$ cat config.mk
export PLATFORM = sky130hd
export DESIGN_NAME = button_bank_handler
export DESIGN_NICKNAME = d
export VERILOG_FILES = /design/src/rtl/btn_pkg.sv /design/src/rtl/button_channel.sv /design/src/rtl/button_bank_handler.sv
export SDC_FILE = /design/constraint.sdc
export NUM_CORES = 1
export LEC_CHECK = 0
export ABC_AREA = 0
export CAP_MARGIN = 30
export CORE_MARGIN = 3
export CORE_UTILIZATION = 45
export DETAILED_ROUTE_END_ITERATION = 10
export HOLD_SLACK_MARGIN = 0.08
export PLACE_DENSITY = 0.63
export SETUP_SLACK_MARGIN = 0.4
export SLEW_MARGIN = 20
export SYNTH_ARGS = -nofsm -noshare
export SYNTH_HDL_FRONTEND = slang
export SYNTH_SLANG_ARGS = --single-unit
$ cat constraint.sdc
create_clock -name CLK -period 2.4 [get_ports CLK]
set_clock_uncertainty 0.1 [all_clocks]
set_input_delay 0.6 -clock CLK [delete_from_list [all_inputs] [get_ports CLK]]
set_output_delay 0.6 -clock CLK [all_outputs]
set_load 0.05 [all_outputs]
$ cat src/rtl/btn_pkg.sv
// Shared timing defaults and counter-width helpers for the push-button bank.
package btn_pkg;

  localparam int unsigned DEF_NUM_BTN         = 4;
  localparam int unsigned DEF_SYNC_STAGES     = 2;
  localparam int unsigned DEF_DEBOUNCE_CYCLES = 20000;
  localparam int unsigned DEF_LONG_CYCLES     = 20000000;
  localparam int unsigned DEF_REPEAT_CYCLES   = 5000000;

  // Debounce counter holds 0..DEBOUNCE_CYCLES.
  function automatic int unsigned dcnt_w(input int unsigned cycles);
    return (cycles < 1) ? 1 : $clog2(cycles + 1);
  endfunction

  // Hold counter saturates at LONG_CYCLES.
  function automatic int unsigned hcnt_w(input int unsigned cycles);
    return (cycles < 1) ? 1 : $clog2(cycles + 1);
  endfunction

  // Repeat counter only spans 0..REPEAT_CYCLES-1.
  function automatic int unsigned rcnt_w(input int unsigned cycles);
    return (cycles <= 1) ? 1 : $clog2(cycles);
  endfunction

endpackage

$ cat src/rtl/button_channel.sv
// One button: synchroniser, debounce, press/release edges, long-press and auto-repeat.
module button_channel
  import btn_pkg::*;
#(
  parameter int unsigned SYNC_STAGES     = DEF_SYNC_STAGES,
  parameter int unsigned DEBOUNCE_CYCLES = DEF_DEBOUNCE_CYCLES,
  parameter int unsigned LONG_CYCLES     = DEF_LONG_CYCLES,
  parameter int unsigned REPEAT_CYCLES   = DEF_REPEAT_CYCLES
) (
  input  logic CLK,
  input  logic RESET_N,
  input  logic raw,
  output logic level,
  output logic press_pulse,
  output logic release_pulse,
  output logic long_pulse,
  output logic repeat_pulse
);

  localparam int unsigned DCNT_W = dcnt_w(DEBOUNCE_CYCLES);
  localparam int unsigned HCNT_W = hcnt_w(LONG_CYCLES);

  logic [SYNC_STAGES-1:0] sync_q;
  logic [DCNT_W-1:0]      dcnt;
  logic [HCNT_W-1:0]      hcnt;
  logic                   s;
  logic                   accept;
  logic                   rel_accept;
  logic                   hold_run;
  logic                   hold_full;

  assign s          = sync_q[SYNC_STAGES-1];
  assign accept     = (s != level) && (dcnt == DCNT_W'(DEBOUNCE_CYCLES - 1));
  assign rel_accept = accept && !s;
  // A release accepted this cycle kills any long/repeat pulse due on the same edge.
  assign hold_run   = level && !rel_accept;
  assign hold_full  = (hcnt == HCNT_W'(LONG_CYCLES));

  always_ff @(posedge CLK or negedge RESET_N) begin
    if (!RESET_N) sync_q <= '0;
    else          sync_q <= {sync_q[SYNC_STAGES-2:0], raw};
  end

  // Debounce and edge pulses; pulses register alongside the level update.
  always_ff @(posedge CLK or negedge RESET_N) begin
    if (!RESET_N) begin
      dcnt          <= '0;
      level         <= 1'b0;
      press_pulse   <= 1'b0;
      release_pulse <= 1'b0;
    end else begin
      press_pulse   <= accept && s;
      release_pulse <= rel_accept;
      if (s == level) begin
        dcnt <= '0;
      end else if (accept) begin
        level <= s;
        dcnt  <= '0;
      end else begin
        dcnt <= dcnt + DCNT_W'(1);
      end
    end
  end

  always_ff @(posedge CLK or negedge RESET_N) begin
    if (!RESET_N) begin
      hcnt       <= '0;
      long_pulse <= 1'b0;
    end else begin
      long_pulse <= hold_run && (hcnt == HCNT_W'(LONG_CYCLES - 1));
      if (!hold_run)      hcnt <= '0;
      else if (!hold_full) hcnt <= hcnt + HCNT_W'(1);
    end
  end

  if (REPEAT_CYCLES == 0) begin : g_no_repeat
    assign repeat_pulse = 1'b0;
  end else begin : g_repeat
    localparam int unsigned RCNT_W = rcnt_w(REPEAT_CYCLES);
    logic [RCNT_W-1:0] rcnt;
    logic              rep_run;

    assign rep_run = hold_run && hold_full;

    always_ff @(posedge CLK or negedge RESET_N) begin
      if (!RESET_N) begin
        rcnt         <= '0;
        repeat_pulse <= 1'b0;
      end else if (!rep_run) begin
        rcnt         <= '0;
        repeat_pulse <= 1'b0;
      end else if (rcnt == RCNT_W'(REPEAT_CYCLES - 1)) begin
        rcnt         <= '0;
        repeat_pulse <= 1'b1;
      end else begin
        rcnt         <= rcnt + RCNT_W'(1);
        repeat_pulse <= 1'b0;
      end
    end
  end

endmodule

$ cat src/rtl/button_bank_handler.sv
// Bank of independent debounced push-button channels with a shared any-press flag.
module button_bank_handler
  import btn_pkg::*;
#(
  parameter int unsigned NUM_BTN         = DEF_NUM_BTN,
  parameter int unsigned SYNC_STAGES     = DEF_SYNC_STAGES,
  parameter int unsigned DEBOUNCE_CYCLES = DEF_DEBOUNCE_CYCLES,
  parameter int unsigned LONG_CYCLES     = DEF_LONG_CYCLES,
  parameter int unsigned REPEAT_CYCLES   = DEF_REPEAT_CYCLES
) (
  input  logic               CLK,
  input  logic               RESET_N,
  input  logic [NUM_BTN-1:0] raw_button,
  output logic [NUM_BTN-1:0] level,
  output logic [NUM_BTN-1:0] press_pulse,
  output logic [NUM_BTN-1:0] release_pulse,
  output logic [NUM_BTN-1:0] long_pulse,
  output logic [NUM_BTN-1:0] repeat_pulse,
  output logic               any_press
);

  for (genvar i = 0; i < NUM_BTN; i++) begin : g_ch
    button_channel #(
      .SYNC_STAGES     (SYNC_STAGES),
      .DEBOUNCE_CYCLES (DEBOUNCE_CYCLES),
      .LONG_CYCLES     (LONG_CYCLES),
      .REPEAT_CYCLES   (REPEAT_CYCLES)
    ) u_ch (
      .CLK           (CLK),
      .RESET_N       (RESET_N),
      .raw           (raw_button[i]),
      .level         (level[i]),
      .press_pulse   (press_pulse[i]),
      .release_pulse (release_pulse[i]),
      .long_pulse    (long_pulse[i]),
      .repeat_pulse  (repeat_pulse[i])
    );
  end

  assign any_press = |press_pulse;

endmodule

# --- After elaboration in Yosys (flattened, before gate mapping) ---
# Index checks and enable logic that the tools add are counted.
op_classes:
  n_reduce_logical: 37
  addsub: 12
  multipliers: 0
  shift: 0
  n_eq_ne: 28
  bitwise: 4
  order_cmp: 0
  n_div: 0
  mux: 32
op_table:
  columns: ["op", "n"]
  rows:
  - ["$eq A25 B25 Y1 const B", 8]
  - ["$mux W25", 8]
  - ["$mux W23", 8]
  - ["$mux W15", 8]
  - ["$add A25 B1 Y25 const B", 4]
  - ["$add A23 B1 Y23 const B", 4]
  - ["$eq A23 B23 Y1 const B", 4]
  - ["$add A15 B1 Y15 const B", 4]
  - ["$eq A15 B15 Y1 const B", 4]
  - ["$logic_and A1 B1 Y1", 24]
  - ["$logic_not A1 Y1", 8]
  - ["$mux W1", 8]
  - ["$ne A2 B2 Y1 const B", 4]
  - ["$reduce_and A2 Y1", 4]
  - ["$eq A1 B1 Y1", 4]
  - ["$ne A1 B1 Y1", 4]
  - ["$not A1 Y1", 4]
  - ["$reduce_or A4 Y1", 1]
totals:
  latchBits: 0
  ram_bits: 0
  word_cells: 149
  ff_bits: 280
  n_memories: 0
  mem_bits_ro: 0
  in_bits: 6

# --- Logic depth before layout (Yosys ltp) ---
# Gate-level depths: netlist (run 1).
depth:
  depth_word: 7
  ltp_mapped: 8
  mapped_depth_nobuf: 6

# --- Modules after synthesis ---
# A second synthesis (run 1) with hierarchy kept.
hier_totals:
  hier_cells: 1429
  hier_area_um2: 14086.0
by_module_without_submodules:
  columns: ["module", "area_per_inst_um2", "n_inst", "cells_each"]
  rows:
  - ["button_channel", 3519.6, 4, 357]
  - ["button_bank_handler", 7.5, 1, 1]

# --- Least setup slack after synthesis (run 1) ---
# OpenSTA, ideal clock, no wires.
synth_timing:
  path_type: "reg2reg"
  from: "reg g_ch[3].u_ch.dcnt[5]"
  to: "reg g_ch[3].u_ch.hcnt[19]"
  stages_incl_launch_ff: 7
  setup_ns: 0.130
  t_arrival_ns: 2.006
  slack_ns: 0.164
  required_ns: 2.170
  n_path_buf: 2
  path_cell_list: "dfrtp_1 -> or4_1 -> or4_1 -> buf_2 -> o21ai_4 -> buf_6 -> a21oi_1"
synth_via:
  elab_chain_len: 6
synth_rtl:
  columns: ["item", "line", "text"]
  rows:
  - ["from (decl)", "button_channel.sv:24", "logic [DCNT_W-1:0] dcnt;"]
  - ["from (signal assigned)", "button_channel.sv:60", "dcnt <= dcnt + DCNT_W'(1);"]
  - ["$eq A15 B15 Y1 (*)", "button_channel.sv:33", "assign accept = (s != level) && (dcnt == DCNT_W'(DEBOUNCE_CYCLES - 1));"]
  - ["$logic_and A1 B1 Y1 (*)", "button_channel.sv:33", null]
  - ["$logic_and A1 B1 Y1 (*)", "button_channel.sv:34", "assign rel_accept = accept && !s;"]
  - ["$logic_not A1 Y1 (*)", "button_channel.sv:36", "assign hold_run = level && !rel_accept;"]
  - ["$logic_and A1 B1 Y1 (*)", "button_channel.sv:36", null]
  - ["$ne A2 B2 Y1 (no source line) / $mux W25 (equally long branches)", null, null]
  - ["to (signal assigned)", "button_channel.sv:72", "else if (!hold_full) hcnt <= hcnt + HCNT_W'(1);"]
  - ["to (decl)", "button_channel.sv:25", "logic [HCNT_W-1:0] hcnt;"]
# Mark *: on every way between the ends. The rest lies on a longest branch, timed or not.
# A chain may end at the register's enable or synchronous reset.

# --- Final worst setup path (run 1) ---
layout_timing:
  from: "reg g_ch[0].u_ch.press_pulse"
  to: "out any_press"
layout_via:
  elab_chain_len: 1
layout_rtl:
  columns: ["item", "line", "text"]
  rows:
  - ["from (decl)", "button_channel.sv:14", "output logic press_pulse,"]
  - ["from (signal assigned)", "button_channel.sv:52", "press_pulse <= accept && s;"]
  - ["$reduce_or A4 Y1", "button_bank_handler.sv:40", "assign any_press = |press_pulse;"]
  - ["to (decl)", "button_bank_handler.sv:19", "output logic any_press"]
# Every way passes these cells.

==> tab_implementation.tex, run 1 <==
\begin{tabular}{lr}
\hline
Metric & Value \\
\hline
\multicolumn{2}{l}{\textbf{Synthesis}} \\
Area share of fa/ha/maj cells after synthesis & 1.398\% \\
Simple-gate portion of the synthesized area & approximately 28\% \\
FF+latch count, synth & 280 \\
Post-synth design cell area & 14320 sq um \\
Net count after synthesis & 1496 \\
Synthesized instance count & 1474 \\
Combinational family with the most area after synthesis & simple AND/OR/NAND/NOR gates \\
Mux contribution to synthesized area & 0.5156\% \\
Warnings, synthesis & 0 \\
Distinct cell type count after synthesis & 53 \\
Predominant post-synthesis flop cell & sky130\_fd\_sc\_hd\_\_dfrtp\_1 \\
Compound-Gate Fraction of Synth Area & 8.573\% \\
Fraction of registers with async set/reset & 100.0\% \\
Number of enable flip-flop cells after synthesis & 0 \\
Sequential cell area fraction in the yosys report & 48.94\% \\
Avg Cell Area, Syn & 9.713 sq um \\
Xor-xnor portion of the synthesized cell area & under 10\% \\
\multicolumn{2}{l}{\textbf{Timing}} \\
Final worst path period share & 97.19\% \\
Hold violation count in the final report & 0 \\
Unrepaired setup endpoints after global routing & yes \\
Worst rel slew slack & 69.48\% \\
Top achievable clock speed & 428.7 MHz \\
Number of setup violations in the final report & 0 \\
Total Neg Setup Slack & 0 ns \\
Final critical-path setup slack & 0.06750 ns \\
Measured slew at the worst slew-check pin & between 0.4 and 0.5 ns \\
Post-route minimum period & 2.332 ns \\
Fin. max-slew vios & 0 \\
\multicolumn{2}{l}{\textbf{Drt}} \\
DRT Pass-1 Iters & 7 \\
Aggregate routed wire length & 34.52 mm \\
Remaining DRCs & 0 \\
Vias per Instance & a little under 6 \\
Antenna-violating nets left & 0 \\
Number of violations reported at the end of detailed-routing iteration 0 & between 700 and 800 \\
Per-cell routed wire length & 17.10 microns \\
Vias after detailed routing & 11890 \\
\multicolumn{2}{l}{\textbf{Clock tree}} \\
CTS root buffer & sky130\_fd\_sc\_hd\_\_clkbuf\_16 \\
Clock transition at the register clock pins on the worst setup and hold paths after CTS & about 0.060 ns \\
Total clock buffers created by CTS & 34 \\
Clock Sink Count & 280 \\
Number of H-tree levels & 2 \\
Clock tree from TritonCTS & yes \\
Clock latency on the worst-skew pair & about 0.51 ns \\
Maximum buffer depth of the clock tree & 3 \\
\multicolumn{2}{l}{\textbf{Floorplanning}} \\
Number of cell rows & 64 \\
Starting utilization of the core area & 46.20\% \\
Top Ports & 27 \\
Vert. Die Dim & approximately 180 microns \\
Horizontal extent of the die & 184.4 microns \\
Die footprint & 33990 sq um \\
Core Area & 30990 sq um \\
\multicolumn{2}{l}{\textbf{Worst setup path}} \\
Crit path arrival time & approximately 1.6 ns \\
Crit path launch type & register \\
Kind of capture point of the worst setup path & primary output \\
WS Path Type & reg2out \\
Req. time, crit path & 1.70 ns \\
CP Max Fanout & 2 \\
Critical path, cell by cell & or4\_4, buf\_8 \\
Crit path max-delay cell type & sky130\_fd\_sc\_hd\_\_or4\_4 \\
Highest cell delay on the worst timing path & 0.50 ns \\
\multicolumn{2}{l}{\textbf{Place}} \\
DP Wirelength & 19.59 mm \\
GP Congestion & 0.7964 \\
Port Buffers & 26 \\
Post-placement cell area & roughly 15000 sq um \\
Worst slack at placement & 0.1044 ns \\
\multicolumn{2}{l}{\textbf{Global routing}} \\
Via count of the first global-routing pass & 11470 \\
GRT Total Usage & about a fifth \\
Met2 Use GR & a little under a third \\
Met3 track utilization from global routing & 2.724\% \\
Antenna violations before repair & 0 \\
Overflow left after global routing & 0 \\
Met1 track demand over resource & 27.14\% \\
Global-route wire length before repair & 56.03 mm \\
Highest-utilization routing layer at the global route stage & met2 \\
Pin count of the biggest net entering global routing & 53 \\
\multicolumn{2}{l}{\textbf{Final layout}} \\
Synth-to-Final Area Change & 32.56\% \\
Post-route design area & approximately 19000 sq um \\
Fraction of layout cells with a size suffix above 1 & 31.01\% \\
Antenna diode count & 0 \\
Number of fillers in the final layout & 2486 \\
Final-stage net count & between 1500 and 2000 \\
\multicolumn{2}{l}{\textbf{Run}} \\
Number of max-cap violations & 0 \\
\multicolumn{2}{l}{\textbf{Min path}} \\
Type of the tightest min-delay check & reg2reg \\
\multicolumn{2}{l}{\textbf{Power}} \\
Static leakage & 6.837 nW \\
Final Power & 10.11 mW \\
Worst vdd ir & $\sim$550 uV \\
Power Dens Cells & roughly 530 nW/um\^{}2 \\
\multicolumn{2}{l}{\textbf{Outcome}} \\
Status & complete, no violations \\
\hline
\end{tabular}
-- worst max-delay path: cells and delay by family, from the launching register on --
family	cells	cell delay (ns)
and+or+nand+nor	1	0.50
DFF	1	0.46
buffers and inverters	1	0.17
-- kinds of logic after synthesis --
logic type,Yosys count
AOI/OAI and AO/OA,197
xor gates and xnor gates,142
adders and majority gates,16
buffers and inverters,116
DFF,280
muxes,7
and+or+nand+nor,716
-- worst paths after layout --
path / start / to / slack, ns / depth (start not counted)
max in group asynchronous: RESET_N / g_ch[0].u_ch.hcnt[8] / 1.01 / 3
worst min-delay path: g_ch[0].u_ch.sync_q[0] / g_ch[0].u_ch.sync_q[1] / 0.25 / 0
worst min register to register: g_ch[0].u_ch.sync_q[0] / g_ch[0].u_ch.sync_q[1] / 0.25 / 0
min in group asynchronous: RESET_N / g_ch[1].u_ch.dcnt[9] / 0.51 / 2
worst max register to register: g_ch[0].u_ch.dcnt[8] / g_ch[0].u_ch.g_repeat.rcnt[17] / 0.11 / 7
worst max-delay path: g_ch[0].u_ch.press_pulse / any_press / 0.07 / 2
-- cells in the final DEF (no fill, tap or decap), types with 28 or more instances in the layout --
cell and count:
sky130_fd_sc_hd__a21oi_1 28, sky130_fd_sc_hd__a21oi_2 31, sky130_fd_sc_hd__and4_1 29, sky130_fd_sc_hd__buf_4 92, sky130_fd_sc_hd__clkbuf_16 43, sky130_fd_sc_hd__dfrtp_1 252
sky130_fd_sc_hd__dfrtp_2 28, sky130_fd_sc_hd__inv_1 33, sky130_fd_sc_hd__nand2_1 75, sky130_fd_sc_hd__nand3_1 96, sky130_fd_sc_hd__nand4_1 69, sky130_fd_sc_hd__nor2_1 65
sky130_fd_sc_hd__nor2_4 35, sky130_fd_sc_hd__nor3_1 43, sky130_fd_sc_hd__nor4_1 33, sky130_fd_sc_hd__o21ai_0 50, sky130_fd_sc_hd__o31ai_1 37, sky130_fd_sc_hd__or3_1 38
sky130_fd_sc_hd__or4_1 33, sky130_fd_sc_hd__xnor2_1 74, sky130_fd_sc_hd__xor2_1 68
-- final cells by class --
class                   count  area [sq um]  area share, %
multi-input cells        1079          8268          43.56
flip-flops and latches    280          7042          37.10
repair buffers            168          1916          10.09
clock buffers              54          1070          5.637
well taps                 396         495.5          2.611
inverters                  35         131.4         0.6922
clock inverters             6         57.56         0.3032
-- per-layer routing --
metal,up-vias,wire (microns)
li1,5684,-
met1,5955,15920
met2,200,16750
met3,52,1094
met4,0,745
met5,-,0
-- metrics by stage --
step,hold WS (ns),instances,utilization (%)
final,0.2514,2018,61.24
after global routing,0.2577,2018,61.24
after CTS,0.2526,1978,56.99
after detailed placement,0.2371,1867,49.83
after global placement,0.2334,1867,49.83
after floorplan,0.2044,1474,-
-- synth_stat cells (all sizes together), types with 2 or more instances --
| cell | n | area (sq um) |
|---|---|---|
| buf | 37 | 261.5 |
| xnor2 | 74 | 648.1 |
| a211oi | 34 | 255.2 |
| o21ai | 54 | 285.3 |
| o31ai | 38 | 285.3 |
| nand2 | 85 | 319.1 |
| dfrtp | 280 | 7007 |
| nand2b | 9 | 56.30 |
| nor2b | 4 | 25.02 |
| clkbuf | 44 | 165.2 |
| mux2i | 4 | 40.04 |
| nand3b | 2 | 15.01 |
| a21oi | 61 | 305.3 |
| and4 | 36 | 315.3 |
| nor4 | 45 | 281.5 |
| mux2 | 3 | 33.78 |
| or4 | 50 | 375.4 |
| nand3 | 106 | 540.5 |
| nand4 | 70 | 444.2 |
| and2 | 11 | 68.82 |
| nor4b | 8 | 70.07 |
| nand4b | 2 | 17.52 |
| nor2 | 114 | 427.9 |
| ha | 16 | 200.2 |
| inv | 35 | 131.4 |
| nor3 | 79 | 395.4 |
| or4b | 3 | 30.03 |
| and4b | 2 | 20.02 |
| xor2 | 68 | 595.6 |
| nor3b | 12 | 90.09 |
| and3 | 22 | 137.6 |
| nor4bb | 6 | 60.06 |
| o41a | 2 | 22.52 |
| or3 | 48 | 300.3 |
-- where the power goes --
part           leakage [nW]  internal (mW)  total (mW)  switching, mW
clock                 0.554           3.16        5.11           1.96
combinational          2.44         0.0765       0.225          0.148
sequential             3.84           4.75        4.77         0.0285
total                  6.84           7.98        10.1           2.13
-- state kept, by name, summed over array words and instances (netlist names) --
name	flops
g_ch.u_ch.sync_q	8
g_ch.u_ch.press_pulse	4
g_ch.u_ch.repeat_pulse	4
g_ch.u_ch.hcnt	100
g_ch.u_ch.dcnt	60
g_ch.u_ch.g_repeat.rcnt	92
g_ch.u_ch.level	4
g_ch.u_ch.release_pulse	4
g_ch.u_ch.long_pulse	4
-- what timing repair did --
item / in CTS / in global routing
gates cloned: 11 / 9
pin swaps: 32 / 83
setup buffers: 39 / 31
hold endpoints to repair: 39 / 0
resized for setup: 165 / 223
hold buffers: 1 / 0
endpoints found under the setup margin: 220 / 224
(Power assumes the default switching activity.)
==> inputs of run 2 (changes only) <==
--- a/config.mk
+++ b/config.mk
@@ -13,6 +13,7 @@
 export HOLD_SLACK_MARGIN = 0.08
 export PLACE_DENSITY = 0.63
 export SETUP_SLACK_MARGIN = 0.4
+export SKIP_LAST_GASP = 1
 export SLEW_MARGIN = 20
 export SYNTH_ARGS = -nofsm -noshare
 export SYNTH_HDL_FRONTEND = slang
==> results of run 2 <==
No change in the layout: final DEF, timing and power equal those of run 1.
==> RTL edit 1: new RTL, flow settings as in run 1 <==
`DEF_LONG_CYCLES`: 20000000 -> 5000000.
--- a/src/rtl/btn_pkg.sv
+++ b/src/rtl/btn_pkg.sv
@@ -4,7 +4,7 @@
   localparam int unsigned DEF_NUM_BTN         = 4;
   localparam int unsigned DEF_SYNC_STAGES     = 2;
   localparam int unsigned DEF_DEBOUNCE_CYCLES = 20000;
-  localparam int unsigned DEF_LONG_CYCLES     = 20000000;
+  localparam int unsigned DEF_LONG_CYCLES     = 5000000;
   localparam int unsigned DEF_REPEAT_CYCLES   = 5000000;
 
   // Debounce counter holds 0..DEBOUNCE_CYCLES.
Check against the original RTL: no difference found for any inputs over 10 cycles, from zero or initial values and one cycle with RESET_N low; that may be too few to reach the edited logic, so the function may still have changed.
==> RTL edit 1 against run 1 <==
The run now ends with setup timing left. Routed wire length is 6.9% lower. Fmax is 3.8% lower. Final area decreased by 5.3%. Critical path depth unchanged. Sequential cell count is 8 lower. Count of clock-buffer cells in the layout is 16 lower. Area after synthesis down 3.1%. Setup slack lost 0.092 ns. Total power shrank 4.5%.
==> RTL edit 1: results <==
set metrics [dict create \
    htreeDepth 1 \
    worstMarginPinSlew_ns 0.531 \
    whs_endpoint "g_ch[2].u_ch.sync_q[1]" \
    rr_worst_depth 6 \
    dp.cells 1810 \
    cts_root_buffer "clkbuf_16" \
    status "finished with violations" \
    met2_length_microns 15600 \
    p_seq_mw 4.64 \
    firstDrtPassIters 5 \
    post_cts_resized 203 \
    vdd_drop_max_mv 0.588 \
    r2r_start "g_ch[1].u_ch.dcnt[6]" \
    hp-class "flop to flop" \
    switchingPower_mw 2.15 \
    drt_iter0_drc 627 \
    pre_cts_slack_ns 0.167 \
    syn_inst 1427 \
    cts_setup_buffers 37 \
    grt_use_met1_pct 25.8 \
    wirelength_microns 32100 \
    gp_congestion 0.807 \
    setup_viol 1 \
    drive_gt1_share_pct 28.0 \
    final_nets 1560 \
    leakagePower_nw 6.64 \
    violations "setup timing" \
    antenna_found_initial 0 \
    hold_ws_ns 0.251 \
    met3_usage_pct 2.64 \
    yosysSeqAreaShare_pct 49.1 \
    cts_buffers 31 \
    synthTopCellsByCount "272 x dfrtp_1, 110 x nor2_1, 92 x nand3_1, 83 x xor2_1, 82 x nand2_1" \
    hp-start "g_ch[2].u_ch.sync_q[0]" \
    yosysUniqueCellTypes 51 \
    synth.area.top_cells "dfrtp_1 49%, xor2_1 5.2%, nand4_1 3.4%" \
    crit_start "g_ch[1].u_ch.press_pulse" \
    grt_max_degree 57 \
    track_usage_pct 18.5 \
    fin_tns_setup_ns -0.0247 \
    viasPerCell 5.77 \
    grt_pass1_vias 11200 \
    fin_cells 1952 \
    wl_met1_microns 14900 \
    power.density_nw_per_um2 537 \
    post-route-util_pct 59.8 \
    cp.arrival_ns 1.72 \
    reg_top3 "g_ch.u_ch.g_repeat.rcnt: 92 flops, g_ch.u_ch.hcnt: 92 flops, g_ch.u_ch.dcnt: 60 flops" \
    critPathTopFamily "simple AND/OR/NAND/NOR gates" \
    dp_hpwl_microns 18500 \
    fillCellCount 2439 \
    cpPeakStageDelay_ns 0.57 \
    grt_pass1_wl_microns 53200 \
    worstReg2RegEnd "g_ch[1].u_ch.hcnt[4]" \
    dr_wl_met3_microns 955 \
    fin_ws_ns -0.0247 \
    worstSkewPairLatency_ns 0.57 \
    grt_use_met2_pct 30.2 \
]
==> RTL edit 1: changes by cell type after synthesis, moves of 10 or more <==
cell	run 1	this run
o31ai_1	38	27
or4_1	50	40
xor2_1	68	83
nand3_1	104	92
xnor2_1	74	52
nor4_1	45	32
nor3_1	79	67
and3_1	22	32
==> RTL edit 1: cells by family (layout without fill, tap and decap cells) <==
kind of cell	count (synthesis)	count (layout)	synth area share (%)
AO/OA/AOI/OAI	192	192	8.57
XOR/XNOR	135	135	8.52
adder cells (fa/ha/maj)	16	16	1.44
buffers and inverters	118	250	4.07
flip-flops	272	272	49.1
multiplexers	8	8	0.613
AND/OR/NAND/NOR	686	689	27.7
==> RTL edit 1: layout make-up <==
cell class	instances	area share [%]
tap	390	2.72
clock buffer	38	4.63
multi-input combinational	1040	43.4
timing repair buffer	155	9.29
inverter	38	0.794
sequential	272	38.0
clock inverter	19	1.14
==> RTL edit 2: new RTL, settings of run 1 <==
Made on the original files. Register the input `raw_button` before use. The logic sees it one clock later.
--- a/src/rtl/button_bank_handler.sv
+++ b/src/rtl/button_bank_handler.sv
@@ -19,6 +19,12 @@
   output logic               any_press
 );
 
+  logic [NUM_BTN-1:0] raw_button_q;
+
+  always_ff @(posedge CLK) begin
+      raw_button_q <= raw_button;
+  end
+
   for (genvar i = 0; i < NUM_BTN; i++) begin : g_ch
     button_channel #(
       .SYNC_STAGES     (SYNC_STAGES),
@@ -28,7 +34,7 @@
     ) u_ch (
       .CLK           (CLK),
       .RESET_N       (RESET_N),
-      .raw           (raw_button[i]),
+      .raw           (raw_button_q[i]),
       .level         (level[i]),
       .press_pulse   (press_pulse[i]),
       .release_pulse (release_pulse[i]),
Formal check against the unedited RTL: same outputs for any inputs over 10 cycles, from zero or initial values and one cycle with RESET_N low; that may be too few to reach the edited logic, so the function may still have changed.
==> RTL edit 2 against run 1 <==
Die area increased by 0.56%. Sequential cell count increased by 4. Routed wire length decreased by 1.6%. Combinational power decreased by 6%. Setup slack improved by 0.017 ns. Total power increased by 6.6%. Via count decreased by 1.1%. Utilization decreased by 0.76 points. Global-route usage about the same. Final area decreased by 0.98%. Area after synthesis increased by 0.58%. Sequential power increased by 2%. Largest power group unchanged.
==> RTL edit 2: results <==
set metrics [dict create \
    antenna_found_initial 0 \
    cp_max_fo 2 \
    path_clk_slew_ns 0.06 \
    drt_iter0_drc 688 \
    worstReg2RegEnd "g_ch[0].u_ch.long_pulse" \
    cts_buffer_depth 3 \
    fillCellCount 2527 \
    synthTopCellsByCount "280 x dfrtp_1, 122 x nor2_1, 85 x nand3_1, 80 x nand4_1, 77 x nand2_1" \
    drive_gt1_share_pct 28.0 \
    grt_pass1_wl_microns 56200 \
    avgSynthCellArea_sq_um 9.82 \
    async_flop_share_pct 98.6 \
    whs_endpoint "g_ch[1].u_ch.sync_q[0]" \
    diodes 0 \
    hp-class "flop to flop" \
    r2r_start "g_ch[0].u_ch.dcnt[8]" \
    synth.area.top_cells "dfrtp_1 49%, xor2_1 4.6%, xnor2_1 4.1%" \
    leakagePower_nw 6.97 \
    vdd_drop_max_mv 0.461 \
    port_buffers 26 \
    dp.cells 1842 \
    rr_worst_depth 7 \
    grt_use_met1_pct 28.1 \
    rrSetupSlack_ns 0.14 \
    met3_usage_pct 3.10 \
    yosysUniqueCellTypes 50 \
    dp_hpwl_microns 19600 \
    syn_nets 1488 \
    wirelength_microns 34000 \
    final_nets 1602 \
    grt_use_met2_pct 30.6 \
    gp_congestion 0.807 \
    yosysMostFrequentCell "dfrtp_1" \
    status "complete, no violations" \
    track_usage_pct 19.4 \
    hp-start "raw_button_q[1]" \
    worstSkewPairLatency_ns 0.51 \
    grt_max_degree 58 \
    hold_ws_ns 0.227 \
    viasPerCell 5.88 \
    grt_pass1_vias 11400 \
    num_vias 11800 \
    place_area_sq_um 15300 \
    firstDrtPassIters 5 \
    slew-limit-headroom_pct 68.0 \
    yosysSeqAreaShare_pct 49.2 \
]
-- RTL edit 2: worst max path at each step --
stage                                                 to                      from  slack (ns)  cells after the start
final                                          any_press  g_ch[0].u_ch.press_pulse        0.08                      2
after global routing                           any_press  g_ch[0].u_ch.press_pulse        0.05                      2
after CTS                                      any_press  g_ch[0].u_ch.press_pulse        0.06                      2
after detailed placement  g_ch[3].u_ch.g_repeat.rcnt[13]     g_ch[3].u_ch.hcnt[19]        0.14                      4
after global placement     g_ch[0].u_ch.g_repeat.rcnt[4]      g_ch[0].u_ch.dcnt[0]        0.22                      6
after floorplan                    g_ch[0].u_ch.hcnt[16]      g_ch[0].u_ch.dcnt[8]        0.28                      7
-- RTL edit 2: routing by layer --
layer	part of all wire, %	up-vias
met4	1.8	0
li1	-	5685
met2	47	180
met5	0	-
met3	3.6	48
met1	47	5847
-- RTL edit 2: logic make-up after synthesis --
logic type / Yosys count / share of synthesized area (%)
and+or+nand+nor: 692 / 27.3
DFF: 284 / 49.2
AOI/OAI and AO/OA: 202 / 9.10
xor gates and xnor gates: 143 / 8.70
buffers and inverters: 124 / 3.92
adders and majority gates: 16 / 1.39
muxes: 5 / 0.374
-- RTL edit 2: worst max-delay path, stage by stage (launching register included) --
cell and delay (ns):
dfrtp_2 0.44, or4_4 0.50, buf_8 0.17
-- RTL edit 2: layout make-up --
type / instances / area [sq um] / area share [%]
Clock buffer: 46 / 1010 / 5.36
Multi-Input combinational cell: 1059 / 7930 / 42.2
Sequential cell: 284 / 7130 / 37.9
Inverter: 36 / 135 / 0.719
Timing Repair Buffer: 165 / 1840 / 9.79
Clock inverter: 15 / 256 / 1.36
Tap cell: 396 / 495 / 2.64
-- RTL edit 2: report_power, final --
group,leakage [nW],total (mW),internal (mW),switching [mW]
Clock,0.625,5.72,3.69,2.03
Sequential,3.86,4.85,4.81,0.0307
Combinational,2.48,0.211,0.0698,0.141
-- RTL edit 2: timing repair --
action / in CTS / in global routing
gates cloned: 13 / 4
setup endpoints to repair: 193 / 220
endpoints found under the hold margin: 49 / 0
hold buffers: 1 / 0
buffers inserted: 31 / 49
pin swaps: 51 / 55
resized for setup: 183 / 150
